===== config.mk =====
export PLATFORM = sky130hd
export DESIGN_NAME = seven_seg_capture_flat
export DESIGN_NICKNAME = d
export VERILOG_FILES = /design/src/rtl/seven_seg_pkg.sv /design/src/rtl/seven_seg_capture_if.sv /design/src/rtl/seg_stable_filter.sv /design/src/rtl/seven_seg_capture.sv /design/src/flat_wrapper.sv
export SDC_FILE = /design/constraint.sdc
export NUM_CORES = 1
export LEC_CHECK = 0
export CAP_MARGIN = 20
export CORE_MARGIN = 2
export CORE_UTILIZATION = 58
export CTS_CLUSTER_DIAMETER = 120
export DETAILED_ROUTE_END_ITERATION = 8
export DONT_BUFFER_PORTS = 1
export GPL_TIMING_DRIVEN = 0
export PLACE_DENSITY = 0.74
export SLEW_MARGIN = 20
export SYNTH_ARGS = -nofsm -noshare
export SYNTH_HDL_FRONTEND = slang
export SYNTH_SLANG_ARGS = --single-unit

===== constraint.sdc =====
create_clock -name clk -period 3.54 [get_ports clk]
set_input_delay 0.531 -clock clk [delete_from_list [all_inputs] [get_ports clk]]
set_output_delay 0.531 -clock clk [all_outputs]
set_load 0.01 [all_outputs]

===== src/rtl/seven_seg_pkg.sv =====
// ---------------------------------------------------------------------------
// seven_seg_pkg
// Shared definitions for the seven-segment display path: the hex glyph table
// (segments a..g in bits 6..0, active high), the dash glyph, the decode-kind
// enum, the capture FSM state enum and the glyph decode function.
// ---------------------------------------------------------------------------
package seven_seg_pkg;

    localparam logic [6:0] SEG_HEX [16] = '{
        7'b1111110,  // 0
        7'b0110000,  // 1
        7'b1101101,  // 2
        7'b1111001,  // 3
        7'b0110011,  // 4
        7'b1011011,  // 5
        7'b1011111,  // 6
        7'b1110000,  // 7
        7'b1111111,  // 8
        7'b1111011,  // 9
        7'b1110111,  // A
        7'b0011111,  // b
        7'b1001110,  // C
        7'b0111101,  // d
        7'b1001111,  // E
        7'b1000111   // F
    };

    localparam logic [6:0] SEG_DASH = 7'b0000001;

    typedef enum logic [1:0] {
        HEX,
        DASH,
        ILLEGAL
    } seg_kind_e;

    typedef enum logic {
        IDLE,
        HAVE_HI
    } cap_state_e;

    typedef struct packed {
        seg_kind_e  kind;
        logic [3:0] nibble;
    } seg_decode_t;

    // Reverse lookup of a segment pattern; anything that is neither a hex
    // glyph nor the dash is reported as ILLEGAL with a zero nibble.
    function automatic seg_decode_t seg_decode(input logic [6:0] led);
        seg_decode_t d;
        d.kind   = ILLEGAL;
        d.nibble = 4'h0;
        if (led == SEG_DASH) begin
            d.kind = DASH;
        end
        for (int i = 0; i < 16; i++) begin
            if (led == SEG_HEX[i]) begin
                d.kind   = HEX;
                d.nibble = 4'(i);
            end
        end
        return d;
    endfunction

endpackage


===== src/rtl/seven_seg_capture_if.sv =====
// ---------------------------------------------------------------------------
// seven_seg_capture_if
// Bundles the multiplexed segment bus and the capture results.
//   seg_in      : {anode, led[6:0]}, anode=1 left (high) digit
//   value_out   : last reassembled byte {hi, lo}
//   value_valid : one-cycle pulse when value_out updates
//   dash_seen   : level, last accepted left digit was the dash
//   err         : one-cycle pulse on an accepted illegal pattern
// master = side that drives the display bus, slave = the capture block.
// ---------------------------------------------------------------------------
interface seven_seg_capture_if;
    logic [7:0] seg_in;
    logic [7:0] value_out;
    logic       value_valid;
    logic       dash_seen;
    logic       err;

    modport master (
        output seg_in,
        input  value_out,
        input  value_valid,
        input  dash_seen,
        input  err
    );

    modport slave (
        input  seg_in,
        output value_out,
        output value_valid,
        output dash_seen,
        output err
    );
endinterface


===== src/rtl/seg_stable_filter.sv =====
// ---------------------------------------------------------------------------
// seg_stable_filter
// Registers the segment bus and accepts a pattern once it has been stable
// for STABLE_CYCLES consecutive samples.
//   clk, rst_n : clock, asynchronous active-low reset
//   i_seg      : raw {anode, led} bus
//   o_seg      : registered pattern
//   o_accept   : one-cycle strobe, aligned with o_seg holding the pattern
// ---------------------------------------------------------------------------
module seg_stable_filter #(
    parameter int STABLE_CYCLES = 4
) (
    input  logic       clk,
    input  logic       rst_n,
    input  logic [7:0] i_seg,
    output logic [7:0] o_seg,
    output logic       o_accept
);

    localparam logic [4:0] STABLE = 5'(STABLE_CYCLES);

    logic [7:0] r_seg_q;
    logic [4:0] r_run_cnt;
    logic       r_accept;

    // r_run_cnt is only ever zero straight after reset, so it doubles as the
    // "first sample" marker. The strobe fires on the single S-1 -> S step and
    // the saturated count prevents a second accept within the same run.
    always_ff @(posedge clk or negedge rst_n) begin
        if (!rst_n) begin
            r_seg_q   <= 8'h00;
            r_run_cnt <= 5'd0;
            r_accept  <= 1'b0;
        end else begin
            r_seg_q  <= i_seg;
            r_accept <= 1'b0;
            if ((i_seg != r_seg_q) || (r_run_cnt == 5'd0)) begin
                r_run_cnt <= 5'd1;
            end else if (r_run_cnt != STABLE) begin
                r_run_cnt <= r_run_cnt + 5'd1;
                if (r_run_cnt == STABLE - 5'd1) begin
                    r_accept <= 1'b1;
                end
            end
        end
    end

    assign o_seg    = r_seg_q;
    assign o_accept = r_accept;

endmodule


===== src/rtl/seven_seg_capture.sv =====
// ---------------------------------------------------------------------------
// seven_seg_capture
// Receive-side monitor for the multiplexed seven-segment display bus.
// Debounces each displayed pattern, decodes it back to a hex nibble and
// pairs a left digit with the following right digit into a byte.
//   clk, rst_n : clock, asynchronous active-low reset
//   bus        : seven_seg_capture_if.slave (seg_in in; value_out,
//                value_valid, dash_seen, err out)
// ---------------------------------------------------------------------------
module seven_seg_capture
    import seven_seg_pkg::*;
#(
    parameter int STABLE_CYCLES = 4
) (
    input logic                 clk,
    input logic                 rst_n,
    seven_seg_capture_if.slave  bus
);

    logic [7:0]  w_seg;
    logic        w_accept;
    logic        w_anode;
    seg_decode_t w_dec;

    cap_state_e  r_state;
    logic [3:0]  r_hi;
    logic [7:0]  r_value;
    logic        r_valid;
    logic        r_dash;
    logic        r_err;

    seg_stable_filter #(
        .STABLE_CYCLES (STABLE_CYCLES)
    ) u_filter (
        .clk      (clk),
        .rst_n    (rst_n),
        .i_seg    (bus.seg_in),
        .o_seg    (w_seg),
        .o_accept (w_accept)
    );

    assign w_anode = w_seg[7];
    assign w_dec   = seg_decode(w_seg[6:0]);

    // Pairing FSM. Everything moves only on an accept strobe. An illegal
    // pattern wins over every other transition, so err and value_valid can
    // never pulse together. A right-digit dash is not a completion and is
    // simply ignored in both states.
    always_ff @(posedge clk or negedge rst_n) begin
        if (!rst_n) begin
            r_state <= IDLE;
            r_hi    <= 4'h0;
            r_value <= 8'h00;
            r_valid <= 1'b0;
            r_dash  <= 1'b0;
            r_err   <= 1'b0;
        end else begin
            r_valid <= 1'b0;
            r_err   <= 1'b0;
            if (w_accept) begin
                if (w_dec.kind == ILLEGAL) begin
                    r_err   <= 1'b1;
                    r_hi    <= 4'h0;
                    r_state <= IDLE;
                end else begin
                    case (r_state)
                        IDLE: begin
                            if (w_anode && (w_dec.kind == HEX)) begin
                                r_hi    <= w_dec.nibble;
                                r_dash  <= 1'b0;
                                r_state <= HAVE_HI;
                            end else if (w_anode && (w_dec.kind == DASH)) begin
                                r_dash <= 1'b1;
                            end
                        end
                        HAVE_HI: begin
                            if (!w_anode && (w_dec.kind == HEX)) begin
                                r_value <= {r_hi, w_dec.nibble};
                                r_valid <= 1'b1;
                                r_hi    <= 4'h0;
                                r_state <= IDLE;
                            end else if (w_anode && (w_dec.kind == HEX)) begin
                                r_hi    <= w_dec.nibble;
                                r_dash  <= 1'b0;
                            end else if (w_anode && (w_dec.kind == DASH)) begin
                                r_dash  <= 1'b1;
                                r_hi    <= 4'h0;
                                r_state <= IDLE;
                            end
                        end
                        default: begin
                            r_state <= IDLE;
                        end
                    endcase
                end
            end
        end
    end

    assign bus.value_out   = r_value;
    assign bus.value_valid = r_valid;
    assign bus.dash_seen   = r_dash;
    assign bus.err         = r_err;

endmodule


===== src/flat_wrapper.sv =====
// flat-port wrapper written by rule: the top's interface ports become plain ports
module seven_seg_capture_flat import seven_seg_pkg::*;
#(
    parameter int STABLE_CYCLES = 4
)
  (clk, rst_n, bus_seg_in, bus_value_out, bus_value_valid, bus_dash_seen, bus_err);
  seven_seg_capture_if bus_i ();
  input logic clk;
  input logic rst_n;
  input wire logic [$bits(bus_i.seg_in)-1:0] bus_seg_in;
  output wire logic [$bits(bus_i.value_out)-1:0] bus_value_out;
  output wire logic [$bits(bus_i.value_valid)-1:0] bus_value_valid;
  output wire logic [$bits(bus_i.dash_seen)-1:0] bus_dash_seen;
  output wire logic [$bits(bus_i.err)-1:0] bus_err;
  assign bus_i.seg_in = bus_seg_in;
  assign bus_value_out = bus_i.value_out;
  assign bus_value_valid = bus_i.value_valid;
  assign bus_dash_seen = bus_i.dash_seen;
  assign bus_err = bus_i.err;
  seven_seg_capture #(.STABLE_CYCLES(STABLE_CYCLES)) u_core (.clk(clk), .rst_n(rst_n), .bus(bus_i));
endmodule

==> run summary, run 1 <==
mux contribution to synthesized area: 6.088%
post-synthesis simple-gate area fraction: 27.47%
Synth Warn #: 0
drt pass-1 iters: 4
CP startpoint kind: flop
Post-Route WL: 3.015 mm
gp weighted congestion: 0.8188
setup repair bufs after CTS: 0
post-layout min period: 2.314 ns
chip width: 57.24 um
H-tree depth: 2
HPWL after detailed placement: 2.203 mm
area of the core: 0.002734 mm^2
Syn Nets: 168
Die H: 57.24 um
worst hold path class: in -> async
I/O pins: 21
Final Max Tran Viols: 0
crit path max fanout: 10
worst hold margin: 0.02147 ns
WP data required: 3.75 ns
outcome: finished, final reports clean
Clock Tree Root: clkbuf_4
sequential cell area: 750.7 um^2
number of global-route vias before repair: 1170
CP Class: reg -> reg
CTS tree: built
GRT Overall Usage: 21.72%
Clk Latency, worst-skew pair: 0.32 ns
final design area excluding fillers: 0.001784 mm^2
Post-Synth Adder-Cell Area: 2.131%
Area Overhead vs Synth: 8.524%
placed instance area: 0.001683 mm^2
register area share after synthesis: 45.66%
total CTS buffers: 5
xor/xnor share of the synthesized area: 5.327%
main combinational cell family by area after synthesis: simple AND/OR/NAND/NOR gates
share of layout cells above drive strength 1: 14.02%
Synth cell types: 51
most frequent cells in the layout: 30 x dfrtp_1, 12 x nor2_1, 10 x nand2_1
syn avg cell area: 10.54 um^2
final setup skew: 0.007986 ns
worst vdd ir: 334.2 uV
Max Cap Viol: 0
Fillers: 224
Mapped Cells: 156
largest net degree at the start of global routing: 31
Remaining DRCs: 0
first-pass GRT wire length: 5.437 mm
initial antenna violation count: 0
Clock transition at path regs: 0.09 ns
RSZ-0062 raised after global routing: false
via count: 1231
Compound-Gate Fraction of Synth Area: 9.893%
total grt overflow: 0
Sum Neg Setup Slack: 0 ns
leading register cell type out of synthesis: dfrtp_1
Final Hold Viols: 0
CP Capture Type: flop
row count: 19
worst slew pin tran: 0.8016 ns
Reg2Reg Depth: 7
Final Net Count: 176
number of DRC markers in iteration 0: 36
port bufs: 0
PwrDens: 381.1 mW/mm^2
FF+latch count, synth: 30
Max Clk Rate: 0.4322 GHz
CP arrival: 2.52 ns
number of synthesized flops with an enable pin: 0
post-cts sizing count: 0
Num Clock Sinks: 30
asr flop ratio synth: 100.0%
die footprint: 0.003276 mm^2
crit share post-route: 65.36%
clk buf depth: 2
post-route ant nets: 0
relative slew slack: 45.83%
P_leak: 0.7647 nW
final setup fails: 0
most common cell after layout, fill and taps aside: dfrtp_1
synthesized area: 0.001644 mm^2
Avg WL per Cell: 15.46 um
Multi-input gate area: 837.1 um^2
drt via density: 6.313
antenna cells: 0
Initial Util: 60.14%
## worst paths after layout
kind / from / endpoint / slack (ns)
min reg2reg: u_core.r_hi[2] / u_core.r_hi[2] / 0.51
min: rst_n / u_core.u_filter.o_accept / 0.02
min in group clk: bus_seg_in[7] / u_core.u_filter.o_seg[7] / 0.23
max reg2reg: u_core.u_filter.o_seg[2] / u_core.bus.value_out[1] / 1.23
max in group asynchronous: rst_n / u_core.bus.value_out[2] / 3.36
max: u_core.u_filter.o_seg[2] / u_core.bus.value_out[1] / 1.23
## power breakdown
group | total [mW] | internal, mW | switching (mW)
Clock | 0.271 | 0.164 | 0.107
Sequential | 0.353 | 0.347 | 0.00577
Combinational | 0.0554 | 0.0220 | 0.0334
## metal layers
| metal | global-route usage, % | routed length [um] | vias up | share of wire [%] |
|---|---|---|---|---|
| li1 | - | - | 590 | - |
| met3 | 7.256 | 160 | 6 | 5.3 |
| met2 | 35.47 | 1461 | 36 | 48 |
| met4 | 7.641 | 37 | 0 | 1.2 |
| met1 | 27.07 | 1356 | 599 | 45 |
| met5 | 0 | 0 | - | 0 |
## sequential cells by signal, summed over array words and instances (netlist names)
signal                     flops
u_core.bus.value_out           8
u_core.u_filter.o_seg          8
u_core.u_filter.r_run_cnt      5
u_core.r_hi                    4
u_core.bus.dash_seen           1
u_core.bus.err                 1
u_core.bus.value_valid         1
u_core.r_state                 1
u_core.u_filter.o_accept       1
## stage by stage
stage	total power [mW]	instances	worst slack [ns]	utilization (%)
after floorplan	0.3969	156	1.426	-
after global placement	0.4050	187	1.255	61.56
after detailed placement	0.4059	187	1.258	61.56
after CTS	0.6856	195	1.227	65.26
after global routing	0.7083	195	1.092	65.26
final	0.6799	195	1.226	65.26
## cell families after synthesis
kind of cell	Yosys count
AND/OR/NAND/NOR	72
flip-flops	30
AO/OA/AOI/OAI	22
buffers and inverters	12
XOR/XNOR	10
multiplexers	7
adder cells (fa/ha/maj)	3
## final cells by class
| type | instances | share of cell area (%) |
|---|---|---|
| Buffer | 8 | 2.314 |
| Clock buffer | 6 | 2.875 |
| Clock inverter | 1 | 1.683 |
| Inverter | 4 | 0.8415 |
| Multi-Input combinational cell | 114 | 46.91 |
| Sequential cell | 30 | 42.08 |
| Tap cell | 31 | 2.174 |
| Timing Repair Buffer | 1 | 1.122 |
## worst max-delay path, stage by stage, from the launching register on
cell,delay (ns)
dfrtp_1,0.41
buf_2,0.19
o211a_1,0.23
o2111ai_1,0.23
nand4_1,0.24
nor4_4,0.42
nor2_4,0.16
mux2_4,0.32
## timing repair
item | 4_1_cts | 5_1_grt
hold buffers | 1 | 0
setup endpoints to repair | 0 | 0
endpoints found under the hold margin | 30 | 0
## cell usage after synthesis, drive strengths merged (2+ instances only)
| cell type | number | area, um^2 |
|---|---|---|
| and3 | 3 | 23.77 |
| buf | 4 | 26.27 |
| nor4 | 5 | 46.29 |
| nand2 | 10 | 37.54 |
| nand4 | 7 | 43.79 |
| clkbuf | 4 | 15.01 |
| nand3 | 6 | 30.03 |
| inv | 4 | 15.01 |
| nand3b | 2 | 15.01 |
| nor3b | 2 | 15.01 |
| xnor2 | 3 | 26.28 |
| o21ai | 7 | 35.03 |
| nand4b | 3 | 26.28 |
| o2bb2ai | 2 | 17.52 |
| a22o | 2 | 17.52 |
| a22oi | 2 | 20.02 |
| ha | 2 | 25.02 |
| nor3 | 3 | 15.01 |
| nor4bb | 2 | 20.02 |
| nor2 | 13 | 56.30 |
| xor2 | 7 | 61.31 |
| nand2b | 2 | 12.51 |
| nor2b | 5 | 31.28 |
| mux2 | 6 | 90.09 |
| dfrtp | 30 | 750.7 |
(Power assumes the default switching activity.)
==> run 2: changes to the inputs <==
Clock period 3.54 ns to 2.3 ns, I/O delays scaled along.
==> run summary, run 2 (synthesized netlist as in run 1, its figures left out) <==
PwrDens: 567.4 mW/mm^2
worst vdd ir: 524.5 uV
largest net degree at the start of global routing: 31
CP Class: reg -> reg
worst hold path class: in -> reg
port bufs: 0
antenna cells: 0
final setup fails: 0
post-route ant nets: 0
crit path max fanout: 7
most common cell after layout, fill and taps aside: dfrtp_1
WP data required: 2.51 ns
share of layout cells above drive strength 1: 21.18%
crit share post-route: 95.82%
Avg WL per Cell: 15.33 um
Initial Util: 60.14%
Pwr Total: 1.060 mW
P_leak: 0.8159 nW
Hold Path Origin: bus_seg_in[7]
via count: 1260
H-tree depth: 2
CTS tree: built
Area Overhead vs Synth: 13.62%
Final Max Tran Viols: 0
Final Net Count: 182
Max Cap Viol: 0
Inst Count DP: 187
Final Hold Viols: 0
final setup skew: 0.008289 ns
initial antenna violation count: 0
wire length on met3: 165 um
Remaining DRCs: 0
Fillers: 213
CP arrival: 2.41 ns
total CTS buffers: 5
row count: 19
worst slew pin tran: 0.8011 ns
relative slew slack: 45.86%
post-layout min period: 2.204 ns
die footprint: 0.003276 mm^2
Post-Route WL: 3.082 mm
met1 WL: 1.364 mm
first-pass GRT wire length: 5.485 mm
gp weighted congestion: 0.8188
GRT Overall Usage: 21.96%
Max Clk Rate: 0.4537 GHz
met2 wire len: 1.514 mm
sequential cell area: 750.7 um^2
most frequent cells in the layout: 30 x dfrtp_1, 12 x nor2_1, 10 x nand2_1
CP Capture Type: flop
Layout Cells excl Fill: 201
Num Clock Sinks: 30
r2r startpoint: u_core.u_filter.o_seg[1]
clk buf depth: 2
Clock Tree Root: clkbuf_4
number of global-route vias before repair: 1190
drt via density: 6.269
Clock transition at path regs: 0.09 ns
chip width: 57.24 um
drt pass-1 iters: 4
area of the core: 0.002734 mm^2
top layer used by detailed routing: met4
Die H: 57.24 um
total grt overflow: 0
HPWL after detailed placement: 2.203 mm
Worst Setup SP: u_core.u_filter.o_seg[1]
Clk Latency, worst-skew pair: 0.32 ns
number of DRC markers in iteration 0: 51
I/O pins: 21
Multi-input gate area: 867.1 um^2
outcome: finished, final reports clean
CP startpoint kind: flop
## run 2: cell types whose count changed in the layout (fill, tap and decap cells not counted), sizes merged
cell and change:
buf +5, dlygate4sd3 +1
## run 2: worst max-delay path, cell delays in order, from the launching register on
cell and delay [ns]:
dfrtp_1 0.40, nand4bb_4 0.25, or4b_4 0.51, nand3_2 0.13, nor4_4 0.06, buf_4 0.16
nor2_4 0.26, mux2_4 0.33
## run 2: per-stage QoR
stage                  TNS, ns  setup slack (ns)  util (%)  hold slack (ns)  cell area (um^2)
floorplan                    0            0.1863         -          0.04941              1644
global placement             0           0.01493     61.56          0.05009              1683
detailed placement           0           0.01811     61.56          0.05015              1683
CTS                          0           0.01332     66.27          0.03120              1812
global route        -0.0008802        -0.0004730     68.33          0.01496              1868
finish                       0           0.09604     68.33          0.04255              1868
## run 2: layout make-up
class                   count  area share [%]
well taps                  31           2.076
plain buffers               8           2.545
inverters                   4          0.8038
multi-input cells         114           46.42
clock inverters             1           1.608
flip-flops and latches     30           40.19
clock buffers               6           2.746
repair buffers              7           3.617
## run 2: repair_timing
item                                    CTS  global route
buffers inserted                          2             3
endpoints found under the setup margin    6            12
hold buffers                              2             0
hold endpoints to repair                 30             0
gates resized for setup                   1            12
pin swaps                                 2             3
## run 2: worst paths after layout
check	endpoint	slack, ns	cells past startpoint
setup / recovery	u_core.bus.value_out[2]	0.1	7
min in group asynchronous	u_core.u_filter.o_accept	0.49	2
hold reg to reg	u_core.r_hi[1]	0.50	1
max in group asynchronous	u_core.bus.value_out[1]	1.65	2
hold / removal	u_core.u_filter.o_seg[7]	0.04	0
setup reg to reg	u_core.bus.value_out[2]	0.1	7
## run 2: metal layers
layer  vias to the layer above  track usage, %
met5                         -               0
met4                         0           7.641
met3                         6           7.483
met2                        37           36.12
met1                       610           27.07
li1                        607               -
## run 2: power by group
| part | internal, mW | total [mW] | switching, mW |
|---|---|---|---|
| combinational | 0.0442 | 0.0985 | 0.0543 |
| clock | 0.253 | 0.417 | 0.164 |
| sequential | 0.534 | 0.544 | 0.00985 |
| total | 0.831 | 1.06 | 0.228 |
